[src/rtl/imem_arbiter.sv]
// Instruction-memory arbiter: fetch has priority, loader is forced a grant
// after STARVE_MAX denied cycles; single-cycle read latency is tracked by a two-state FSM.
module imem_arbiter #(
    parameter int ADDR_W     = 32,
    parameter int DATA_W     = 32,
    parameter int STARVE_MAX = 4
) (
    input  logic              clka,
    input  logic              rst,
    input  logic              f_req,
    input  logic [ADDR_W-1:0] f_addr,
    output logic              f_gnt,
    output logic              f_rvalid,
    output logic [DATA_W-1:0] f_rdata,
    input  logic              l_req,
    input  logic              l_we,
    input  logic [ADDR_W-1:0] l_addr,
    input  logic [DATA_W-1:0] l_wdata,
    output logic              l_gnt,
    output logic              l_rvalid,
    output logic [DATA_W-1:0] l_rdata,
    output logic              mem_we,
    output logic [ADDR_W-1:0] mem_addr,
    output logic [DATA_W-1:0] mem_wdata,
    input  logic [DATA_W-1:0] mem_rdata
);

    typedef enum logic {IDLE, RD} state_t;

    localparam logic [3:0] SMAX = 4'(STARVE_MAX);

    state_t            state;
    state_t            state_nx;
    logic              src_l;
    logic              src_l_nx;
    logic [3:0]        starve;
    logic [ADDR_W-1:0] addr_q;
    logic [DATA_W-1:0] wdata_q;
    logic              force_l;
    logic              rd_gnt;

    always_comb begin
        force_l = l_req && (!f_req || starve == SMAX);
        l_gnt   = !rst && force_l;
        f_gnt   = !rst && f_req && !force_l;
        rd_gnt  = f_gnt || (l_gnt && !l_we);
    end

    // Idle cycles replay the last granted address/data
    always_comb begin
        mem_we    = l_gnt && l_we;
        mem_addr  = addr_q;
        mem_wdata = wdata_q;
        unique case (1'b1)
            f_gnt: mem_addr = f_addr;
            l_gnt: begin
                mem_addr  = l_addr;
                mem_wdata = l_wdata;
            end
            default: ;
        endcase
    end

    always_ff @(posedge clka or posedge rst) begin
        if (rst) begin
            starve  <= '0;
            addr_q  <= '0;
            wdata_q <= '0;
        end else begin
            if (l_req && !l_gnt) begin
                if (starve != SMAX)
                    starve <= starve + 4'd1;
            end else begin
                starve <= '0;
            end
            if (f_gnt)
                addr_q <= f_addr;
            if (l_gnt) begin
                addr_q  <= l_addr;
                wdata_q <= l_wdata;
            end
        end
    end

    always_ff @(posedge clka or posedge rst) begin
        if (rst) begin
            state <= IDLE;
            src_l <= 1'b0;
        end else begin
            state <= state_nx;
            src_l <= src_l_nx;
        end
    end

    always_comb begin
        state_nx = rd_gnt ? RD : IDLE;
        src_l_nx = rd_gnt ? l_gnt : src_l;
    end

    always_comb begin
        f_rvalid = (state == RD) && !src_l;
        l_rvalid = (state == RD) && src_l;
        f_rdata  = f_rvalid ? mem_rdata : '0;
        l_rdata  = l_rvalid ? mem_rdata : '0;
    end

endmodule

[config.mk]
export PLATFORM = sky130hd
export DESIGN_NAME = imem_arbiter
export DESIGN_NICKNAME = d
export VERILOG_FILES = /design/src/rtl/imem_arbiter.sv
export SDC_FILE = /design/constraint.sdc
export NUM_CORES = 1
export LEC_CHECK = 0
export CORE_ASPECT_RATIO = 1.4
export CORE_MARGIN = 5
export CORE_UTILIZATION = 30
export CTS_BUF_LIST = sky130_fd_sc_hd__clkbuf_8
export DETAILED_ROUTE_END_ITERATION = 10
export DONT_BUFFER_PORTS = 1
export PLACE_DENSITY = 0.44
export SYNTH_ARGS = -nofsm -noshare
export SYNTH_HDL_FRONTEND = slang
export SYNTH_SLANG_ARGS = --single-unit
[constraint.sdc]
create_clock -name clka -period 2.1 [get_ports clka]
set_input_delay 0.315 -clock clka [delete_from_list [all_inputs] [get_ports clka]]
set_output_delay 0.315 -clock clka [all_outputs]
set_load 0.03 [all_outputs]
* Word-level counts from Yosys, hierarchy flattened
Index checks and enable logic that the tools add are counted.
** Storage, ports and cells
- Bits in registers :: 70
- Bits of input ports :: 133
- Word-level logic and storage cells :: 36
** Operators by class
- Add/sub/neg operators :: 1
- Eq/ne operators :: 3
- Multiplexer cells :: 9
- Reductions and logical operators :: 18
** Operator list (number)
- two-way mux 32 bit :: 5
- case mux 32 bit (2 select lines) :: 1
- logical AND 1 bit :: 9
- two-way mux 4 bit :: 2
- zero test 1 bit :: 6
- adder 4 x 1 -> 4 bit (second input constant) :: 1
- equality test 4 x 3 -> 1 bit (second input constant) :: 1
- inequality test 4 x 3 -> 1 bit (second input constant) :: 1
- logical OR 1 bit :: 2
- inequality test 2 x 1 -> 1 bit (second input constant) :: 1
- nonzero test 2 bit :: 1
- two-way mux 1 bit :: 1

* Depth between registers and ports, before layout
Gate-level depths: netlist of run 1.
- Depth after elaboration :: 7
- Depth in mapped cells :: 7
- Mapped depth without buffers :: 5

* Least setup slack after synthesis of run 1
OpenSTA, ideal clock, no wires.
- Path type :: register to output
- From :: register starve[0]
- To :: output mem_addr[0]
- Arrival time :: 1.723 ns
- Setup slack :: 0.062 ns
- Stages on the path, launching flop included :: 8
- Path buffers :: 2
- Path through :: dfrtp_1 -> inv_1 -> ha_1 -> and3b_2 -> a21oi_2 -> buf_2 -> buf_6 -> a221o_1
** Between the ends
- Longest elaborated chain between the ends :: 6
** Ends and longest elaborated chain
- start, declared :: RTL line 36 : logic [3:0] starve;
- start signal, assigned :: RTL line 72 : starve <= starve + 4'd1;
- equality test 4 x 3 -> 1 bit (*) :: RTL line 43 : force_l = l_req && (!f_req || starve == SMAX);
- logical OR 1 bit (*) :: RTL line 43
- logical AND 1 bit (*) :: RTL line 43
- zero test 1 bit :: RTL line 45 : f_gnt = !rst && f_req && !force_l;
- logical AND 1 bit :: RTL line 45
- case mux 32 bit (2 select lines) (*) :: RTL line 54 : unique case (1'b1)
- end, declared :: RTL line 23 : output logic [ADDR_W-1:0] mem_addr,
Mark *: on every way between the ends. The rest lies on a longest branch, timed or not.

* Worst setup path after layout of run 1
- From :: register starve[1]
- To :: output mem_addr[29]
The elaborated chain is that of the path after synthesis.

==> results.sh, run 1 <==
export IMPL_synth_edf_count=0
export IMPL_r2r_start="starve[1]"
export IMPL_numPortBuffers=0
export IMPL_wl_per_cell_um=23.1
export IMPL_die_x_um=104
export IMPL_fin_cells=552
export IMPL_hpwl_mm=9.03
export IMPL_crit_start="starve[1]"
export IMPL_htreeDepth=3
export IMPL_synth_xor_area_share_pct=0.234
export IMPL_synth_top_cell_area_share_pct=46.7
export IMPL_row_count=48
export IMPL_crit_path_max_fanout=7
export IMPL_nets=532
export IMPL_hold_viol=0
export IMPL_min_from="l_req"
export IMPL_syn_inst=325
export IMPL_cp_cell_sequence="inv_1, ha_2, nand3b_1, a21oi_4, buf_12, buf_16, buf_4, a221o_1, buf_6"
export IMPL_diodes=0
export IMPL_via_count=3104
export IMPL_synth_area_per_cell_um2=11.5
export IMPL_yosys_warnings=0
export IMPL_grt_pass1_wl_mm=18.9
export IMPL_multiInputGateArea_um2=1970
export IMPL_stdcell_area_um2=5420
export IMPL_wl_met2_mm=6.77
export IMPL_wirelength_mm=12.7
export IMPL_cts_made_buffers=9
export IMPL_ant_nets=0
export IMPL_status="finished with violations"
export IMPL_min_delay_path_class="in -> reg"
export IMPL_critPathMaxStageDelay_ns=0.38
export IMPL_area_delta_synth_final_pct=44.7
export IMPL_synth_seq_cells=70
export IMPL_maxUsedRoutingLayer="met4"
export IMPL_start_kind="register"
export IMPL_max_cap_violations=0
export IMPL_fillers=1155
export IMPL_setup_viol=66
export IMPL_powerDensity_nw_per_um2=827
export IMPL_synth_top_family_by_area="compound AO/OA/AOI/OAI gates"
export IMPL_reg2reg_depth=10
export IMPL_cts_tree="done"
export IMPL_drive_gt1_share_pct=37.1
export IMPL_initial_utilization_pct=30.4
export IMPL_yosysMostFrequentCell="dfrtp_1"
export IMPL_clk_pin_slew_worst_paths_ns=0.07
export IMPL_post_place_cells=513
export IMPL_clk_latency_ns=0.35
export IMPL_maxSlewViolCount=0
export IMPL_grt_total_usage_pct=16.1
export IMPL_p_leak_nw=2.53
export IMPL_clock_sinks=70
export IMPL_grt_overflow_total=0
export IMPL_grt_max_degree=47
export IMPL_violations="negative setup slack"
export IMPL_synth_common_cells="70 x dfrtp_1, 66 x and2_1, 64 x a221o_1, 33 x mux2_2, 32 x and3_1"
export IMPL_peakVddDrop_mv=0.674
export IMPL_crit_type="reg -> out"
export IMPL_crit_path_end_kind="output port"
export IMPL_synth_nets=460
export IMPL_firstDrtPassIters=4
export IMPL_async_reset_ff_share_pct=100
export IMPL_synth_compound_gate_area_share_pct=19.4
export IMPL_synth_flop_cell="dfrtp_1"
export IMPL_drcViolationCount=0
export IMPL_timing_final_crit_share_pct=115
export IMPL_placedInstanceArea_um2=4580
export IMPL_dp_slack_ns=0.00784
export IMPL_slew_headroom_pct=60.4
export IMPL_dieHeight_um=142
export IMPL_grt_pass1_vias=3381
export IMPL_synth_simple_area_share_pct=18.4
export IMPL_syn_cell_area_um2=3750
export IMPL_clock_skew_ns=0.0101
export IMPL_drt_iter0_drc=178
export IMPL_gp_congestion=0.751
export IMPL_synth_seq_area_share_pct=46.7
export IMPL_cts_path_max_buffers=2
export IMPL_synth_adder_area_share_pct=0.668
export IMPL_synth_area_leaders="dfrtp_1 47%, a221o_1 17%, and2_1 11%, mux2_2 9.9%, and3_1 5.3%"
export IMPL_crit_arrival_ns=2.10
export IMPL_worst_slew_pin_slew_ns=0.593
export IMPL_period_minus_slack_ns=2.41
export IMPL_cts_root_buf="clkbuf_8"
export IMPL_fin_ws_ns=-0.310
export IMPL_met3_length_mm=1.52
export IMPL_hold_path_depth=1
export IMPL_die_area_um2=14900
export IMPL_required_ns=1.78
export IMPL_finalSetupTns_ns=-16.83
export IMPL_grt_setup_unrepaired="yes"
export IMPL_yosysTopAreaCell="dfrtp_1"
export IMPL_core_um2=12300
export IMPL_ios=266
export IMPL_antenna_found_initial=0
export IMPL_synthMuxAreaShare_pct=9.92
export IMPL_wl_met1_mm=4.17
export IMPL_ff_latch_area_um2=1750
export IMPL_crit_slowest_cell="dfrtp_1"
export IMPL_max_freq_mhz=415
export IMPL_synth_distinct_cells=29
export IMPL_post_drt_via_cell_ratio=5.62
## power by group
group / switching [mW] / total (mW) / internal [mW]
combinational: 0.981 / 1.69 / 0.704
clock: 0.533 / 1.18 / 0.651
sequential: 0.0597 / 1.62 / 1.56
## final cells by class
class / instances / share of cell area, %
clock inverter: 4 / 0.969
tap: 150 / 3.46
timing repair buffer: 91 / 23.6
clock buffer: 12 / 3.05
multi-input combinational: 220 / 36.2
inverter: 5 / 0.415
sequential: 70 / 32.3
## worst max-delay path: cells and delay by family, from the launching register on
kind	cells	cell delay [ns]
AOI/OAI and AO/OA	2	0.38
DFF	1	0.38
and+or+nand+nor	1	0.15
adders and majority gates	1	0.18
buffers and inverters	5	0.67
## path summary, 6_finish.rpt
path / endpoint / slack (ns)
setup reg to reg: addr_q[25] / 0.13
hold / removal: starve[3] / 0.1
hold reg to reg: wdata_q[25] / 0.58
max in group asynchronous: wdata_q[19] / 0.97
min in group asynchronous: addr_q[15] / 0.51
setup / recovery: mem_addr[29] / -0.31
## cell usage in the layout, fill, tap and decap left out, types with 2 or more instances in the layout
| cell type | synthesis | final |
|---|---|---|
| buf_16 | 0 | 5 |
| a21boi_0 | 2 | 2 |
| and2_1 | 66 | 65 |
| clkbuf_8 | 0 | 12 |
| mux2_4 | 0 | 32 |
| nand3b_1 | 2 | 2 |
| buf_12 | 0 | 24 |
| inv_1 | 5 | 4 |
| dfrtp_1 | 70 | 70 |
| and3_1 | 32 | 32 |
| clkbuf_16 | 0 | 2 |
| a221o_1 | 64 | 64 |
| nand2b_1 | 2 | 2 |
| buf_6 | 3 | 35 |
| buf_4 | 4 | 23 |
| nand3_1 | 3 | 3 |
| nor2_1 | 2 | 2 |
| a21oi_4 | 1 | 2 |
## metrics by stage
step	hold slack (ns)	power (mW)	utilization [%]
global route	0.0790	4.71	44.0
detailed placement	0.292	3.10	37.2
floorplan	0.443	2.72	-
finish	0.0972	4.49	44.0
CTS	0.0725	4.51	43.0
global placement	0.288	3.09	37.2
## what timing repair did
item                                    in CTS  in global routing
gates resized for setup                     66                 15
hold buffers                                 1                  0
buffers inserted                            12                  4
endpoints found under the hold margin       24                  0
endpoints found under the setup margin      66                 66
cloned                                       5                  2
pin swaps                                    8                  8
## logic make-up (layout without fill, tap and decap cells)
family,count (synthesis),after routing
AOI/OAI and AO/OA,73,73
adders and majority gates,2,2
buffers and inverters,35,112
DFF,70,70
muxes,33,33
and+or+nand+nor,111,111
xor gates and xnor gates,1,1
## routing by layer
layer,up-vias,global-route usage (%)
met5,-,0
met4,0,5.87
met3,14,7.26
met2,202,29.9
met1,1510,15.6
li1,1378,-
## registers in the layout, indices dropped and copies added, names as in the netlist
| signal | cells |
|---|---|
| starve | 4 |
| wdata_q | 32 |
| src_l | 1 |
| addr_q | 32 |
| state | 1 |
(Power assumes the default switching activity.)
==> run 2: changes to the inputs <==
--- a/config.mk
+++ b/config.mk
@@ -8,7 +8,6 @@
 export CORE_ASPECT_RATIO = 1.4
 export CORE_MARGIN = 5
 export CORE_UTILIZATION = 30
-export CTS_BUF_LIST = sky130_fd_sc_hd__clkbuf_8
 export DETAILED_ROUTE_END_ITERATION = 10
 export DONT_BUFFER_PORTS = 1
 export PLACE_DENSITY = 0.44
==> run 2 against run 1 <==
The run still ends with negative setup slack left. Via count up 0.23%. Flip-flop and latch count unchanged. Worst hold slack better by 0.023 ns. Critical path type unchanged. First-iteration DRC count down 20%. Combinational power about the same. Fmax up 1.1%. Total power up 9.5%. Sequential power about the same. Worst setup slack better by 0.027 ns.
==> results.sh, run 2 (synthesis results as in run 1) <==
export IMPL_status="finished with violations"
export IMPL_violations="negative setup slack"
export IMPL_r2r_start="starve[1]"
export IMPL_drt_iter0_drc=143
export IMPL_hpwl_mm=9.03
export IMPL_maxSlewViolCount=0
export IMPL_clock_sinks=70
export IMPL_crit_path_end_kind="output port"
export IMPL_crit_end="mem_addr[2]"
export IMPL_ios=266
export IMPL_p_leak_nw=2.58
export IMPL_path_delay_family="buffers and inverters"
export IMPL_fin_cells=552
export IMPL_antenna_found_initial=0
export IMPL_drcViolationCount=0
export IMPL_gp_congestion=0.751
export IMPL_dieHeight_um=142
export IMPL_post_place_cells=513
export IMPL_grt_pass1_vias=3399
export IMPL_reg_top3="addr_q (32), wdata_q (32), starve (4)"
export IMPL_via_count=3111
export IMPL_core_um2=12300
export IMPL_cp_cell_sequence="inv_1, ha_2, nand3b_1, a21oi_4, buf_12, buf_16, buf_6, a221o_1, buf_6"
export IMPL_max_cap_violations=0
export IMPL_p_comb_share_pct=34.3
export IMPL_clk_latency_ns=0.33
export IMPL_worst_slew_pin_slew_ns=0.592
export IMPL_reg2reg_to="addr_q[25]"
export IMPL_reg2reg_depth=10
export IMPL_required_ns=1.78
export IMPL_critPathMaxStageDelay_ns=0.34
export IMPL_min_from="l_req"
export IMPL_cts_root_buf="clkbuf_16"
export IMPL_layout_commonest_cell="dfrtp_1"
export IMPL_timing_final_crit_share_pct=113
export IMPL_postLayoutCoreUtil_pct=44.9
export IMPL_setup_viol=66
export IMPL_clk_pin_slew_worst_paths_ns=0.05
export IMPL_fin_ws_ns=-0.283
export IMPL_slew_headroom_pct=60.4
export IMPL_crit_path_max_fanout=7
export IMPL_cp_depth=9
export IMPL_rrSetupSlack_ns=0.13
export IMPL_area_delta_synth_final_pct=47.6
export IMPL_start_kind="register"
export IMPL_grt_pass1_wl_mm=19.0
export IMPL_path_common_cell="buf_6"
export IMPL_grt_setup_unrepaired="yes"
export IMPL_crit_type="reg -> out"
export IMPL_htreeDepth=3
export IMPL_diodes=0
export IMPL_min_delay_path_class="in -> reg"
export IMPL_grt_total_usage_pct=16.2
export IMPL_path_buf_inv=5
export IMPL_ant_nets=0
export IMPL_grt_overflow_total=0
export IMPL_drive_gt1_share_pct=37.1
export IMPL_crit_slowest_cell="dfrtp_1"
export IMPL_swShare_pct=33.1
export IMPL_firstDrtPassIters=4
export IMPL_most_common_layout_cells="70 x dfrtp_1, 65 x and2_1, 64 x a221o_1"
export IMPL_cts_made_buffers=9
export IMPL_max_freq_mhz=420
export IMPL_p_int_mw=3.29
export IMPL_post_drt_via_cell_ratio=5.64
export IMPL_initial_utilization_pct=30.4
export IMPL_wl_per_cell_um=23.2
export IMPL_die_x_um=104
export IMPL_period_minus_slack_ns=2.38
export IMPL_grt_max_degree=47
export IMPL_p_total_mw=4.91
export IMPL_powerDensity_nw_per_um2=888
export IMPL_hold_viol=0
export IMPL_wirelength_mm=12.8
export IMPL_die_area_um2=14900
export IMPL_peakVddDrop_mv=0.582
export IMPL_pwr_share_seq_pct=33.0
export IMPL_p_switching_mw=1.63
export IMPL_clkPwrFrac_pct=32.7
export IMPL_finalSetupTns_ns=-14.83
export IMPL_crit_start="starve[1]"
export IMPL_cts_tree="done"
export IMPL_row_count=48
export IMPL_nets=532
export IMPL_cts_path_max_buffers=2
export IMPL_numPortBuffers=0
export IMPL_crit_arrival_ns=2.07
export IMPL_whs_ns=0.120
export IMPL_clock_skew_ns=0.00893
[run 2: cell counts in the layout (fill, tap and decap cells not counted)]
Identical to the previous run, type by type.
[run 2: routing by layer]
layer	vias to the layer above	wire (µm)	track usage, %
met1	1502	4140	15.7
li1	1382	-	-
met4	0	204	5.12
met2	214	6940	30.5
met3	13	1520	7.22
met5	-	0	0
[run 2: metrics by stage]
stage,setup slack [ns],instance area (µm²)
floorplan,0.0616,3750
global placement,0.0362,4580
detailed placement,0.00784,4580
CTS,-0.255,5390
global route,-0.353,5530
finish,-0.283,5530
[run 2: how the worst min path moves through the flow]
| stage | slack, ns | to | depth (start not counted) |
|---|---|---|---|
| global route | 0.11 | addr_q[0] | 1 |
| finish | 0.12 | starve[3] | 1 |
| detailed placement | 0.29 | addr_q[17] | 1 |
| global placement | 0.29 | addr_q[17] | 1 |
| floorplan | 0.44 | starve[3] | 1 |
| CTS | 0.11 | starve[3] | 1 |
[run 2: power by group through the flow]
stage	combinational, mW	clock, mW	sequential (mW)
final	1.69	1.61	1.62
after global routing	1.78	1.72	1.64
after CTS	1.66	1.64	1.62
after detailed placement	1.47	0	1.64
after global placement	1.46	0	1.63
after floorplan	1.11	0	1.62
[run 2: cell type report]
cell class                 count  area, µm²
fill                        1130       6780
multi-input combinational    220       1970
sequential                    70       1750
timing repair buffer          91       1280
clock buffer                  12        267
tap                          150        188
clock inverter                 4       52.6
inverter                       5       22.5
[run 2: worst reg2reg max path: cells and delay by family, from the launching register on]
kind | cells | cell delay [ns]
AO/OA/AOI/OAI | 2 | 0.39
flip-flops | 1 | 0.34
buffers and inverters | 6 | 0.78
adder cells (fa/ha/maj) | 1 | 0.19
AND/OR/NAND/NOR | 1 | 0.15
[run 2: timing repair]
action,4_1_cts,5_1_grt
pin swaps,8,10
endpoints found under the hold margin,24,0
setup buffers,12,4
gates cloned,5,2
hold buffers,1,0
endpoints found under the setup margin,66,66
gates resized for setup,66,17
